==> src/rtl/vram_write_arbiter.sv <==
// Write-port arbiter for the 8x8 LED display RAM: fill engine > host > pen.
// Optional `VRAM_ARB_RR_EN: host and pen share round-robin priority below the fill engine.
module vram_write_arbiter #(
    parameter int ROWS   = 8,
    parameter int COLS   = 8,
    parameter int DATA_W = 4
) (
    input  logic              clk,
    input  logic              rst_n,
    input  logic              host_req,
    input  logic [ROWS-1:0]   host_row,
    input  logic [COLS-1:0]   host_col,
    input  logic [DATA_W-1:0] host_data,
    output logic              host_ack,
    input  logic              pen_req,
    input  logic [ROWS-1:0]   pen_row,
    input  logic [COLS-1:0]   pen_col,
    input  logic [DATA_W-1:0] pen_data,
    output logic              pen_ack,
    input  logic              clr_start,
    input  logic [DATA_W-1:0] clr_data,
    output logic              clr_busy,
    output logic              clr_done,
    output logic              addr_err,
    output logic              ram_we,
    output logic [ROWS-1:0]   ram_row,
    output logic [COLS-1:0]   ram_col,
    output logic [DATA_W-1:0] ram_data
);

    typedef enum logic [1:0] {IDLE, FILL, DONE} state_t;

    state_t              state;
    logic [5:0]          cnt;
    logic [DATA_W-1:0]   fill_data;
    logic                pend;
    logic [DATA_W-1:0]   pend_data;

    logic                host_ok, pen_ok, start, arb_open, pick_pen;
    logic                grant_host, grant_pen, addr_ok;
    logic [ROWS-1:0]     sel_row;
    logic [COLS-1:0]     sel_col;
    logic [DATA_W-1:0]   sel_data;

`ifdef VRAM_ARB_RR_EN
    logic                rr_pen;
`endif

    // A requester whose ack is high this cycle is still holding req; mask it.
    assign host_ok  = host_req && !host_ack;
    assign pen_ok   = pen_req && !pen_ack;
    assign start    = (state == IDLE) && (clr_start || pend);
    assign arb_open = ((state == IDLE) && !start) || (state == DONE);

`ifdef VRAM_ARB_RR_EN
    assign pick_pen = pen_ok && (!host_ok || rr_pen);
`else
    assign pick_pen = pen_ok && !host_ok;
`endif

    assign grant_host = arb_open && host_ok && !pick_pen;
    assign grant_pen  = arb_open && pick_pen;

    assign sel_row  = grant_host ? host_row  : pen_row;
    assign sel_col  = grant_host ? host_col  : pen_col;
    assign sel_data = grant_host ? host_data : pen_data;
    assign addr_ok  = $onehot(sel_row) && $onehot(sel_col);

    always_ff @(posedge clk or negedge rst_n) begin
        if (!rst_n) begin
            state     <= IDLE;
            cnt       <= '0;
            fill_data <= '0;
            pend      <= 1'b0;
            pend_data <= '0;
            host_ack  <= 1'b0;
            pen_ack   <= 1'b0;
            clr_busy  <= 1'b0;
            clr_done  <= 1'b0;
            addr_err  <= 1'b0;
            ram_we    <= 1'b0;
            ram_row   <= '0;
            ram_col   <= '0;
            ram_data  <= '0;
`ifdef VRAM_ARB_RR_EN
            rr_pen    <= 1'b0;
`endif
        end else begin
            host_ack <= grant_host;
            pen_ack  <= grant_pen;
            addr_err <= (grant_host || grant_pen) && !addr_ok;
            ram_we   <= 1'b0;
            clr_done <= 1'b0;

            // Bad addresses are still acked but leave the RAM outputs untouched.
            if ((grant_host || grant_pen) && addr_ok) begin
                ram_we   <= 1'b1;
                ram_row  <= sel_row;
                ram_col  <= sel_col;
                ram_data <= sel_data;
            end

`ifdef VRAM_ARB_RR_EN
            if (grant_host)     rr_pen <= 1'b1;
            else if (grant_pen) rr_pen <= 1'b0;
`endif

            case (state)
                IDLE: begin
                    if (start) begin
                        fill_data <= pend ? pend_data : clr_data;
                        cnt       <= '0;
                        clr_busy  <= 1'b1;
                        pend      <= 1'b0;
                        state     <= FILL;
                    end
                end
                FILL: begin
                    ram_we   <= 1'b1;
                    ram_row  <= ROWS'(1) << cnt[5:3];
                    ram_col  <= COLS'(1) << cnt[2:0];
                    ram_data <= fill_data;
                    cnt      <= cnt + 6'd1;
                    if (cnt == 6'd63) begin
                        clr_busy <= 1'b0;
                        clr_done <= 1'b1;
                        state    <= DONE;
                    end
                end
                DONE: begin
                    // A start seen here is deferred to the next IDLE cycle.
                    if (clr_start) begin
                        pend      <= 1'b1;
                        pend_data <= clr_data;
                    end
                    state <= IDLE;
                end
                default: state <= IDLE;
            endcase
        end
    end

endmodule

==> config.mk <==
export PLATFORM = sky130hd
export DESIGN_NAME = vram_write_arbiter
export DESIGN_NICKNAME = d
export VERILOG_FILES = /design/src/rtl/vram_write_arbiter.sv
export SDC_FILE = /design/constraint.sdc
export NUM_CORES = 1
export LEC_CHECK = 0
export ABC_AREA = 1
export CORE_UTILIZATION = 50
export CTS_CLUSTER_SIZE = 8
export DETAILED_ROUTE_END_ITERATION = 12
export PLACE_DENSITY = 0.87
export SLEW_MARGIN = 20
export SYNTH_ARGS = -nofsm -noshare
export SYNTH_HDL_FRONTEND = slang
export SYNTH_SLANG_ARGS = --single-unit
==> constraint.sdc <==
create_clock -name clk -period 5.39 [get_ports clk]
set_input_delay 1.078 -clock clk [delete_from_list [all_inputs] [get_ports clk]]
set_output_delay 1.078 -clock clk [all_outputs]
set_load 0.02 [all_outputs]
# Yosys cells after proc, flatten, opt, wreduce, memory -nomap -nowiden
# Index checks and enable logic that the tools add are counted.
totals:
  ff_bits: 43
  latch_bits: 0
  ram_bits: 0
  mem_bits_ro: 0
  inputBits: 49
  output_inout_bits: 26
  word_cells: 94
  memories: 0
op_classes:
  n_addsub: 15
  multipliers: 0
  div: 0
  order_cmp: 0
  eq_ne: 8
  n_shift: 2
  mux: 25
  bitwise: 0
  reduce_logical: 30
ops:
  columns: ["op", "count"]
  rows:
  - ["8-bit two-way mux", 6]
  - ["1-bit by 1-bit adder with 2-bit output", 8]
  - ["4-bit two-way mux", 4]
  - ["1-bit by 3-bit << shifter with 8-bit output, first input constant", 2]
  - ["2-bit by 2-bit adder with 3-bit output", 4]
  - ["6-bit one-hot mux with 2 select lines", 1]
  - ["1-bit logical AND", 11]
  - ["3-bit by 3-bit adder with 4-bit output", 2]
  - ["4-bit by 1-bit equality test with 1-bit output, second input constant", 2]
  - ["1-bit two-way mux", 8]
  - ["2-bit AND reduction", 4]
  - ["6-bit by 1-bit adder with 6-bit output, second input constant", 1]
  - ["6-bit equality test, second input constant", 1]
  - ["1-bit logical NOT", 6]
  - ["6-bit two-way mux", 1]
  - ["2-bit != test, second input constant", 3]
  - ["3-bit AND reduction", 2]
  - ["2-bit nonzero test", 3]
  - ["2-bit two-way mux", 2]
  - ["1-bit one-hot mux with 2 select lines", 2]
  - ["2-bit one-hot mux with 2 select lines", 1]
  - ["1-bit logical OR", 3]
  - ["2-bit by 1-bit equality test with 1-bit output, second input constant", 1]
  - ["2-bit equality test, second input constant", 1]
  - ["2-bit logical NOT", 1]

# Longest topological paths before layout
# Gate-level depths: netlist (run 1).
depth:
  ltp_word: 16
  mapped_depth: 24
  ltp_nobuf: 22

# Least setup slack after synthesis (run 1)
# No wires, ideal clock.
synth_timing:
  kind: "input port to flip-flop"
  startpoint: "input host_req"
  endpoint: "register ram_col[5]"
  setup_time_ns: 0.066
  arrival_ns: 4.788
  t_required_ns: 5.324
  setup_slack_ns: 0.537
  path_stages: 22
  n_path_buf: 2
  path_cell_list: "nand2_1 inv_1 clkbuf_1 nand3_1 and2_1 fa_1 inv_1 fa_1 inv_1 fa_1 ha_1 inv_1 fa_1 nand2_1 inv_1 nand2_1 nor2_1 nand3_1 o21bai_4 buf_6 nand2_1 nand2_1"
synth_via:
  elab_chain_len: 13
  elab_cells_between_ends: 31
  classes_between: "add/sub: 14; eq/ne: 2; mux: 4; reduce/logical: 11"
synth_lines:
  columns: ["element", "line", "source"]
  rows:
  - ["start: declaration", "10", "input logic host_req,"]
  - ["1-bit logical AND *", "50", "assign host_ok = host_req && !host_ack;"]
  - ["1-bit logical NOT", "58", "assign pick_pen = pen_ok && !host_ok;"]
  - ["1-bit logical AND", "58", null]
  - ["1-bit logical NOT", "61", "assign grant_host = arb_open && host_ok && !pick_pen;"]
  - ["1-bit logical AND", "61", null]
  - ["8-bit two-way mux, on equally long branches", "64, 65", null]
  - ["1-bit by 1-bit adder with 2-bit output (not written as such)", "67", "assign addr_ok = $onehot(sel_row) && $onehot(sel_col);"]
  - ["2-bit by 2-bit adder with 3-bit output (not written as such)", "67", null]
  - ["3-bit by 3-bit adder with 4-bit output (not written as such)", "67", null]
  - ["4-bit by 1-bit equality test with 1-bit output", "67", null]
  - ["1-bit logical AND", "67", null]
  - ["1-bit logical AND", "96", "if ((grant_host || grant_pen) && addr_ok) begin"]
  - ["2-bit nonzero test (no source line)", null, null]
  - ["end signal: assignment", "99", "ram_col <= sel_col;"]
  - ["end signal: assignment", "121", "ram_col <= COLS'(1) << cnt[2:0];"]
  - ["end: declaration", "27", "output logic [COLS-1:0] ram_col,"]
# Every way passes the cells marked *; elsewhere a longest branch is shown, timed or not. The select of a mux whose other input is x is not followed.
# A chain may end at the register's enable or synchronous reset.

# Final worst setup path (run 1)
layout_timing:
  startpoint: "input clr_start"
  endpoint: "register ram_row[6]"
layout_via:
  elab_chain_len: 15
  elab_cells_between_ends: 32
  classes_between: "add/sub: 14; eq/ne: 2; mux: 4; reduce/logical: 12"
layout_lines:
  columns: ["element", "line", "source"]
  rows:
  - ["start: declaration", "20", "input logic clr_start,"]
  - ["1-bit logical OR *", "52", "assign start = (state == IDLE) && (clr_start || pend);"]
  - ["1-bit logical AND *", "52", null]
  - ["1-bit logical NOT *", "53", "assign arb_open = ((state == IDLE) && !start) || (state == DONE);"]
  - ["1-bit logical AND *", "53", null]
  - ["1-bit logical OR *", "53", null]
  - ["1-bit logical AND (2 in series)", "61", null]
  - ["8-bit two-way mux, on equally long branches", "64, 65", null]
  - ["1-bit by 1-bit adder with 2-bit output (not written as such)", "67", null]
  - ["2-bit by 2-bit adder with 3-bit output (not written as such)", "67", null]
  - ["3-bit by 3-bit adder with 4-bit output (not written as such)", "67", null]
  - ["4-bit by 1-bit equality test with 1-bit output", "67", null]
  - ["1-bit logical AND", "67", null]
  - ["1-bit logical AND", "96", null]
  - ["2-bit nonzero test (no source line)", null, null]
  - ["end signal: assignment", "98", "ram_row <= sel_row;"]
  - ["end signal: assignment", "120", "ram_row <= ROWS'(1) << cnt[5:3];"]
  - ["end: declaration", "26", "output logic [ROWS-1:0] ram_row,"]
# Marks and branches as above.

==> summary.txt, run 1 <==
Status
  – Run status: completed

Min path
  – Hold path start: clr_busy$_DFFE_PN0P_
  – Hold Crit Endpoint: clr_busy$_DFFE_PN0P_
  – Hold Path Depth: 2
  – Worst hold-check path type: reg2reg

Drt
  – Met1 WL: 3.39 mm
  – Met2 WL post-DR: 4.06 mm
  – Total wire length: 8.12 mm
  – Met3 routed WL: 452 um
  – 1st-pass router iterations: 7
  – Initial DRC Count: 246
  – Routed vias/inst: 5.27
  – DR vias: 3080
  – Highest metal used: met4
  – Drt drc: 0
  – Final antenna-violating net count: 0
  – Routed len/inst: 13.9 um

Critical path
  – Critical Path End Type: flop
  – Kind of critical path: in2reg
  – Reg2reg end: ram_row[6]$_DFFE_PN0P_
  – Critical Path Start Type: primary input
  – Cells along the critical path: dlymetal6s2s_1, nor2_4, nand2_4, nand2_8, nand3_1, and2_4, fa_1, inv_2, fa_1, inv_2, fa_1, ha_2, inv_1, fa_1, nand2_1, inv_1, nand2_2, nor2_2, nand3_2, o21bai_4, clkbuf_16, nand2_1, nand2_1
  – Worst path top cell family by delay: adder cells
  – Most common cell on crit path: fa_1
  – Depth of the worst register-to-register path: 23
  – Crit-path max FO: 10
  – Buf/Inv on CP: 6
  – R2r startpoint: state[0]$_DFFE_PN0P_
  – Slowest CP cell: fa_1
  – Worst path required time: 5.62 ns
  – Worst Setup SP: clr_start
  – R2R setup slack: 0.70 ns
  – Largest stage delay on the critical path: 0.52 ns
  – Arrival time of the worst setup path: 5.26 ns

Logic synthesis
  – Asr flop ratio synth: 1.00
  – Yosys reg bits: 43
  – Sequential share of the synthesized area: 0.356
  – Post-Synthesis Net Count: 490
  – Syn Std Cell Area: 3020 um^2
  – Synth Instances: 421
  – Yosys cell types: 30
  – Post-synth EDFFs: 0
  – Synthesized area per cell: 7.18 um^2
  – Ys Warns: 0
  – Ys flop type: dfrtp_1

STA
  – Final WS setup: 0.367 ns
  – FMAX: 199 MHz
  – RSZ-0062 raised after global routing: no
  – Rel. slew slack: 0.353
  – Post-Route Skew: 0.00446 ns
  – Hold Vio Cnt, Final: 0
  – Worst slew pin tran: 0.971 ns
  – Final hold slack: 0.484 ns
  – Final min period: 5.02 ns
  – Final slew viol count: 0
  – Final period util: 0.932
  – Final setup viols: 0

Power and ir drop
  – Pwr Density: 179 nW/um^2
  – Overall power: 750 uW
  – Worst vdd ir: 0.146 mV
  – Clock power frac: 0.322
  – Cell internal pwr: 551 uW
  – Gate power share: 0.239
  – Leakage power: 2.30 nW
  – P_sw: 199 uW
  – Switching share of power: 0.266
  – Seq pwr share: 0.439

Clocking
  – CTS HTree Levels: 2
  – Total clock sinks: 43
  – Worst-path clk slew: 0.08 ns
  – TritonCTS buffer count: 5
  – Max Root-Sink Buffers: 2
  – Clk root buf: clkbuf_8
  – Post-CTS Hold Buffers: 0
  – CTS tree: yes
  – Worst-skew pair later-pin latency: 0.29 ns

Floorplanning
  – Die Span Y: 79.8 um
  – Core area: 5680 um^2
  – Die X-Extent: 79.8 um
  – Starting density of the core: 0.533
  – FP Rows: 27
  – Die area: 6360 um^2
  – Boundary Pins: 75

GRT
  – Largest net degree at the start of global routing: 47
  – Vias in the first global route: 2896
  – Initial antenna violation count: 0
  – Grt ovf: 0
  – GR Util All Layers: 0.247
  – First-pass GRT wire length: 12.2 mm

Cells and area
  – Area Growth Syn to Fin: 38.7%
  – Fill cell count: 400
  – Layout cells sized above 1: 0.129
  – Nets@finish: 581
  – Inserted Diodes: 0

Placed design
  – Hpwl dp: 5.66 mm
  – Port buffer count: 74
  – Gpl congestion: 0.803
  – Post-Place Setup Slack: -0.229 ns

Flow run
  – Max cap viols: 0
[registers in the layout, indices dropped and copies added, names as in the netlist]
signal,cells
ram_col,8
clr_done,1
state,2
fill_data,4
cnt,6
ram_row,8
pend_data,4
addr_err,1
ram_we,1
clr_busy,1
ram_data,4
host_ack,1
pen_ack,1
pend,1
[worst min-delay path, cell delays in order, from the launching register on]
cell and delay (ns):
dfrtp_1 0.35, nand2_1 0.06, nand2_1 0.05
[cell families after synthesis]
group	synth area share
AO/OA/AOI/OAI	0.0319
buffers and inverters	0.137
AND/OR/NAND/NOR	0.357
adder cells (fa/ha/maj)	0.103
multiplexers	0.0149
flip-flops	0.356
[cells in the final DEF, fill, tap and decap left out, types with 2 or more instances in the layout]
cell	instances
fa_1	8
nand3b_1	2
mux2_2	4
nand2_4	2
ha_1	10
inv_1	71
nand2_1	130
clkbuf_8	5
dlymetal6s2s_1	2
nor2_1	16
clkdlybuf4s50_1	71
buf_2	2
nand2_2	4
o21ai_1	3
nand2_8	2
and2_1	7
o21ai_0	2
buf_4	16
buf_6	3
nand3_2	3
dfrtp_1	43
ha_2	2
nand3_1	71
inv_2	6
buf_12	3
clkbuf_16	2
and2_4	5
a31oi_1	4
[routing by layer]
layer,track usage,vias up
li1,-,1473
met5,0,-
met2,0.450,131
met4,0.0804,0
met3,0.0309,21
met1,0.300,1455
[worst max path at each step]
stage / end / slack, ns / depth (start not counted)
2_1_floorplan: ram_col[5]$_DFFE_PN0P_ / 0.54 / 22
3_3_place_gp: ram_row[4]$_DFFE_PN0P_ / -0.09 / 23
3_5_place_dp: ram_row[2]$_DFFE_PN0P_ / -0.23 / 24
4_1_cts: ram_row[2]$_DFFE_PN0P_ / 0.06 / 24
5_1_grt: ram_col[3]$_DFFE_PN0P_ / 0.17 / 24
6_report: ram_row[6]$_DFFE_PN0P_ / 0.37 / 23
[power groups by stage]
| stage | Combinational, mW | Sequential (mW) | Clock, mW |
|---|---|---|---|
| 2_1_floorplan | 0.0839 | 0.337 | 0 |
| 3_3_place_gp | 0.146 | 0.336 | 0 |
| 3_5_place_dp | 0.154 | 0.336 | 0 |
| 4_1_cts | 0.155 | 0.329 | 0.243 |
| 5_1_grt | 0.202 | 0.330 | 0.257 |
| 6_report | 0.179 | 0.329 | 0.242 |
[what timing repair did]
item / CTS / global route
setup buffers: 0 / 6
setup endpoints to repair: 0 / 21
resized for setup: 0 / 26
[synthesized netlist by cell type, types with 2 or more instances]
cell type / count / area [um^2]
o21ai_0: 2 / 10.0
nand3b_1: 2 / 15.0
dfrtp_1: 43 / 1080
buf_2: 2 / 10.0
o21ai_1: 3 / 15.0
nand3_1: 74 / 370
buf_1: 2 / 7.51
ha_1: 12 / 150
inv_1: 74 / 278
mux2_2: 4 / 45.0
fa_1: 8 / 160
a31oi_1: 4 / 25.0
buf_6: 6 / 67.6
nand2_1: 133 / 499
and2_1: 12 / 75.1
buf_4: 4 / 30.0
nand2_2: 3 / 18.8
inv_2: 4 / 15.0
nor2_1: 17 / 63.8
clkbuf_1: 2 / 7.51
[per-stage QoR]
stage	TNS (ns)	std cells	cell area (um^2)	utilization
2_1_floorplan	0	421	3020	-
5_1_grt	0	584	4190	0.739
3_3_place_gp	-1.65	567	3870	0.682
6_report	0	584	4190	0.739
3_5_place_dp	-4.40	567	3870	0.682
4_1_cts	0	574	3980	0.700
[layout make-up]
| class | count | area, um^2 | area share |
|---|---|---|---|
| Sequential cell | 43 | 1080 | 0.257 |
| Tap cell | 72 | 90.1 | 0.0215 |
| Timing Repair Buffer | 99 | 1010 | 0.241 |
| Clock buffer | 6 | 72.6 | 0.0173 |
| Multi-Input combinational cell | 285 | 1620 | 0.386 |
| Clock inverter | 1 | 30.0 | 0.00716 |
| Inverter | 78 | 297 | 0.0707 |
(Power assumes the default switching activity.)
==> run 2, diff against run 1 <==
Settings changed: SKIP_LAST_GASP set to 1, TNS_END_PERCENT set to 50.
==> results of run 2 <==
Same layout as run 1: the final DEF is identical, and so are final timing and power.
==> run 3, diff against run 2 <==
Settings changed: ABC_AREA 1 to unset, CELL_PAD_IN_SITES_DETAIL_PLACEMENT set to 1, CELL_PAD_IN_SITES_GLOBAL_PLACEMENT set to 1, CORE_MARGIN set to 2, CORE_UTILIZATION 50 to 38.
==> run 3 against run 2 <==
  * The flow now finishes with violations (negative setup slack)
  * Via count is 8.4% lower
  * Highest routed layer unchanged
  * Wire length is 52% higher
  * Area after synthesis is 3.8% lower
  * Synthesized cell count is 31% lower
  * Sequential share of layout area is 1.8 points lower
  * Total power is 130% higher
  * Sequential power is 68% higher
  * Clock skew is 0.015 ns higher
==> summary.txt, run 3 <==
Status
  – Run status: finished with violations
  – Failing checks: negative setup slack

Floorplanning
  – Die area: 8370 um^2
  – Die X-Extent: 91.5 um
  – Starting density of the core: 0.397
  – FP Rows: 31
  – Boundary Pins: 75
  – Die Span Y: 91.5 um
  – Core area: 7330 um^2

Clocking
  – Total clock sinks: 43
  – Worst-path clk slew: 0.10 ns
  – Max Root-Sink Buffers: 2
  – TritonCTS buffer count: 5
  – Worst-skew pair later-pin latency: 0.31 ns
  – CTS tree: yes
  – Post-CTS Hold Buffers: 0
  – CTS HTree Levels: 2
  – Clk root buf: clkbuf_8

GRT
  – GR Util All Layers: 0.293
  – Largest net degree at the start of global routing: 44
  – Vias in the first global route: 3195
  – First-pass GRT wire length: 18.5 mm
  – Initial antenna violation count: 0
  – Grt ovf: 0

STA
  – Post-Route Skew: 0.0193 ns
  – FMAX: 172 MHz
  – Final min period: 5.83 ns
  – Final period util: 1.08
  – Final hold slack: 0.495 ns
  – Hold Vio Cnt, Final: 0
  – Final WS setup: -0.438 ns
  – Final slew viol count: 0
  – Worst slew pin tran: 1.03 ns
  – RSZ-0062 raised after global routing: yes
  – Rel. slew slack: 0.313
  – Final setup viols: 21

Cells and area
  – Inserted Diodes: 0
  – Area taken by multi-input logic gates: 1890 um^2
  – Largest regs: ram_col: 8 flops, ram_row: 8 flops, cnt: 6 flops
  – Most common cell after layout, fill and taps aside: clkdlybuf4s50_1
  – Fin util: 0.616
  – Reg area: 1080 um^2
  – Layout cells sized above 1: 0.296
  – Most frequent cells in the layout: clkdlybuf4s50_1, dfrtp_1, buf_4, nor2_1, o21a_1
  – Fin cells: 488
  – Area Growth Syn to Fin: 55.3%
  – Nets@finish: 457
  – Fill cell count: 761

Drt
  – Drt drc: 0
  – DR vias: 2822
  – 1st-pass router iterations: 4
  – Routed len/inst: 25.3 um
  – Final antenna-violating net count: 0
  – Total wire length: 12.4 mm
  – Initial DRC Count: 201
  – Routed vias/inst: 5.78

Flow run
  – Max cap viols: 0

Placed design
  – Placed cell count: 457
  – Port buffer count: 74
  – Gpl congestion: 0.880
  – Hpwl dp: 6.79 mm

Critical path
  – Buf/Inv on CP: 8
  – Slowest CP cell: fa_1
  – Depth of the worst register-to-register path: 20
  – Kind of critical path: in2reg
  – Critical Path End Type: flop
  – R2r startpoint: state[1]$_DFFE_PN0P_
  – Worst path top cell family by delay: adder cells
  – Arrival time of the worst setup path: 6.01 ns
  – Largest stage delay on the critical path: 0.58 ns
  – Crit-path max FO: 5
  – Critical Path Start Type: primary input
  – Most common cell on crit path: fa_1
  – R2R setup slack: -0.03 ns
  – Cells along the critical path: buf_8, o21ba_4, or3_4, buf_6, mux2_4, fa_1, inv_2, fa_1, inv_2, fa_1, ha_2, inv_2, fa_1, nand4_1, nor2_2, buf_4, nand4_1, buf_6, buf_16, a211oi_4, o22ai_2
  – Worst path required time: 5.58 ns
  – Reg2reg end: ram_col[6]$_DFFE_PN0P_

Min path
  – Hold path start: fill_data[1]$_DFFE_PN0P_
  – Hold Path Depth: 2
  – Hold Crit Endpoint: ram_data[1]$_DFFE_PN0P_
  – Worst hold-check path type: reg2reg

Power and ir drop
  – Seq pwr share: 0.320
  – Pwr Density: 383 nW/um^2
  – Gate power share: 0.503
  – Leakage power: 1.90 nW
  – P_sw: 722 uW
  – Switching share of power: 0.417
  – Cell internal pwr: 1.01 mW
  – Clock power frac: 0.177
  – Worst vdd ir: 0.206 mV
  – Overall power: 1.73 mW

Logic synthesis
  – Post-synth EDFFs: 0
  – Ys Warns: 0
  – Sequential share of the synthesized area: 0.370
  – Dominant cell by count in the synthesized netlist: dfrtp_1
  – Synth area leader: dfrtp_1
  – Top cells by count, synth: dfrtp_1, nor2_1, o21a_1
  – Synth Instances: 290
  – Yosys reg bits: 43
  – Post-Synthesis Net Count: 359
  – Post-synth top area share: 0.370
  – Syn Std Cell Area: 2910 um^2
  – Asr flop ratio synth: 1.00
  – Yosys cell types: 36
  – Ranking of synthesized cells by area: dfrtp_1, mux2_4, a211oi_2
  – Synthesized area per cell: 10.0 um^2
  – Ys flop type: dfrtp_1
==> run 3: layout make-up <==
class / instances / area share
flip-flops and latches: 43 / 0.238
multi-input cells: 205 / 0.419
well taps: 99 / 0.0274
clock buffers: 6 / 0.0161
clock inverters: 2 / 0.0133
repair buffers: 114 / 0.270
inverters: 19 / 0.0158
==> run 3: layer usage <==
metal	global-route usage	part of all wire	vias up
met1	0.359	0.39	1419
met2	0.528	0.50	148
met5	0	0	-
met4	0.102	0.039	0
li1	-	-	1214
met3	0.0365	0.064	41
==> run 3: repair_timing <==
action	4_1_cts	5_1_grt
gates resized for setup	55	30
pin swaps	41	22
setup endpoints to repair	22	22
cloned	6	0
buffers inserted	14	4
==> run 3: power groups by stage <==
| stage | logic, mW | clock network (mW) | registers (mW) |
|---|---|---|---|
| 2_1_floorplan | 0.388 | 0 | 0.564 |
| 3_3_place_gp | 0.700 | 0 | 0.531 |
| 3_5_place_dp | 0.734 | 0 | 0.538 |
| 4_1_cts | 0.781 | 0.301 | 0.537 |
| 5_1_grt | 0.928 | 0.321 | 0.564 |
| 6_report | 0.870 | 0.306 | 0.554 |
==> run 3: cells by family after synthesis <==
family,count (synthesis),share of synthesized area
AND/OR/NAND/NOR,66,0.105
adder cells (fa/ha/maj),20,0.107
buffers and inverters,42,0.0680
AO/OA/AOI/OAI,93,0.239
XOR/XNOR,1,0.00301
flip-flops,43,0.370
multiplexers,25,0.108
==> run 3: worst max path at each step <==
stage / start / end / cells past startpoint
after CTS: clr_start / ram_row[4]$_DFFE_PN0P_ / 21
final: clr_start / ram_col[6]$_DFFE_PN0P_ / 21
after global placement: clr_start / ram_row[7]$_DFFE_PN0P_ / 18
after detailed placement: clr_start / ram_row[7]$_DFFE_PN0P_ / 18
after floorplan: clr_start / ram_row[3]$_DFFE_PN0P_ / 19
after global routing: clr_start / ram_col[6]$_DFFE_PN0P_ / 21
==> run 3: worst register-to-register path, stage by stage, from the launching register on <==
cell      delay (ns)
dfrtp_1         0.48
o21ba_4         0.21
or3_4           0.44
buf_6           0.15
mux2_4          0.31
fa_1            0.58
inv_2           0.06
fa_1            0.51
inv_2           0.05
fa_1            0.50
ha_2            0.20
inv_2           0.05
fa_1            0.49
nand4_1         0.16
nor2_2          0.15
buf_4           0.12
nand4_1         0.12
buf_6           0.20
buf_16          0.16
a211oi_4        0.28
o22ai_2         0.12
==> run 3: per-stage QoR <==
step	TNS, ns	cell area [um^2]	setup WS (ns)
2_1_floorplan	-0.485	2940	-0.0396
3_3_place_gp	-14.81	3800	-0.809
3_5_place_dp	-20.17	3800	-1.05
4_1_cts	-3.85	4390	-0.210
5_1_grt	-8.51	4520	-0.483
6_report	-7.31	4520	-0.438
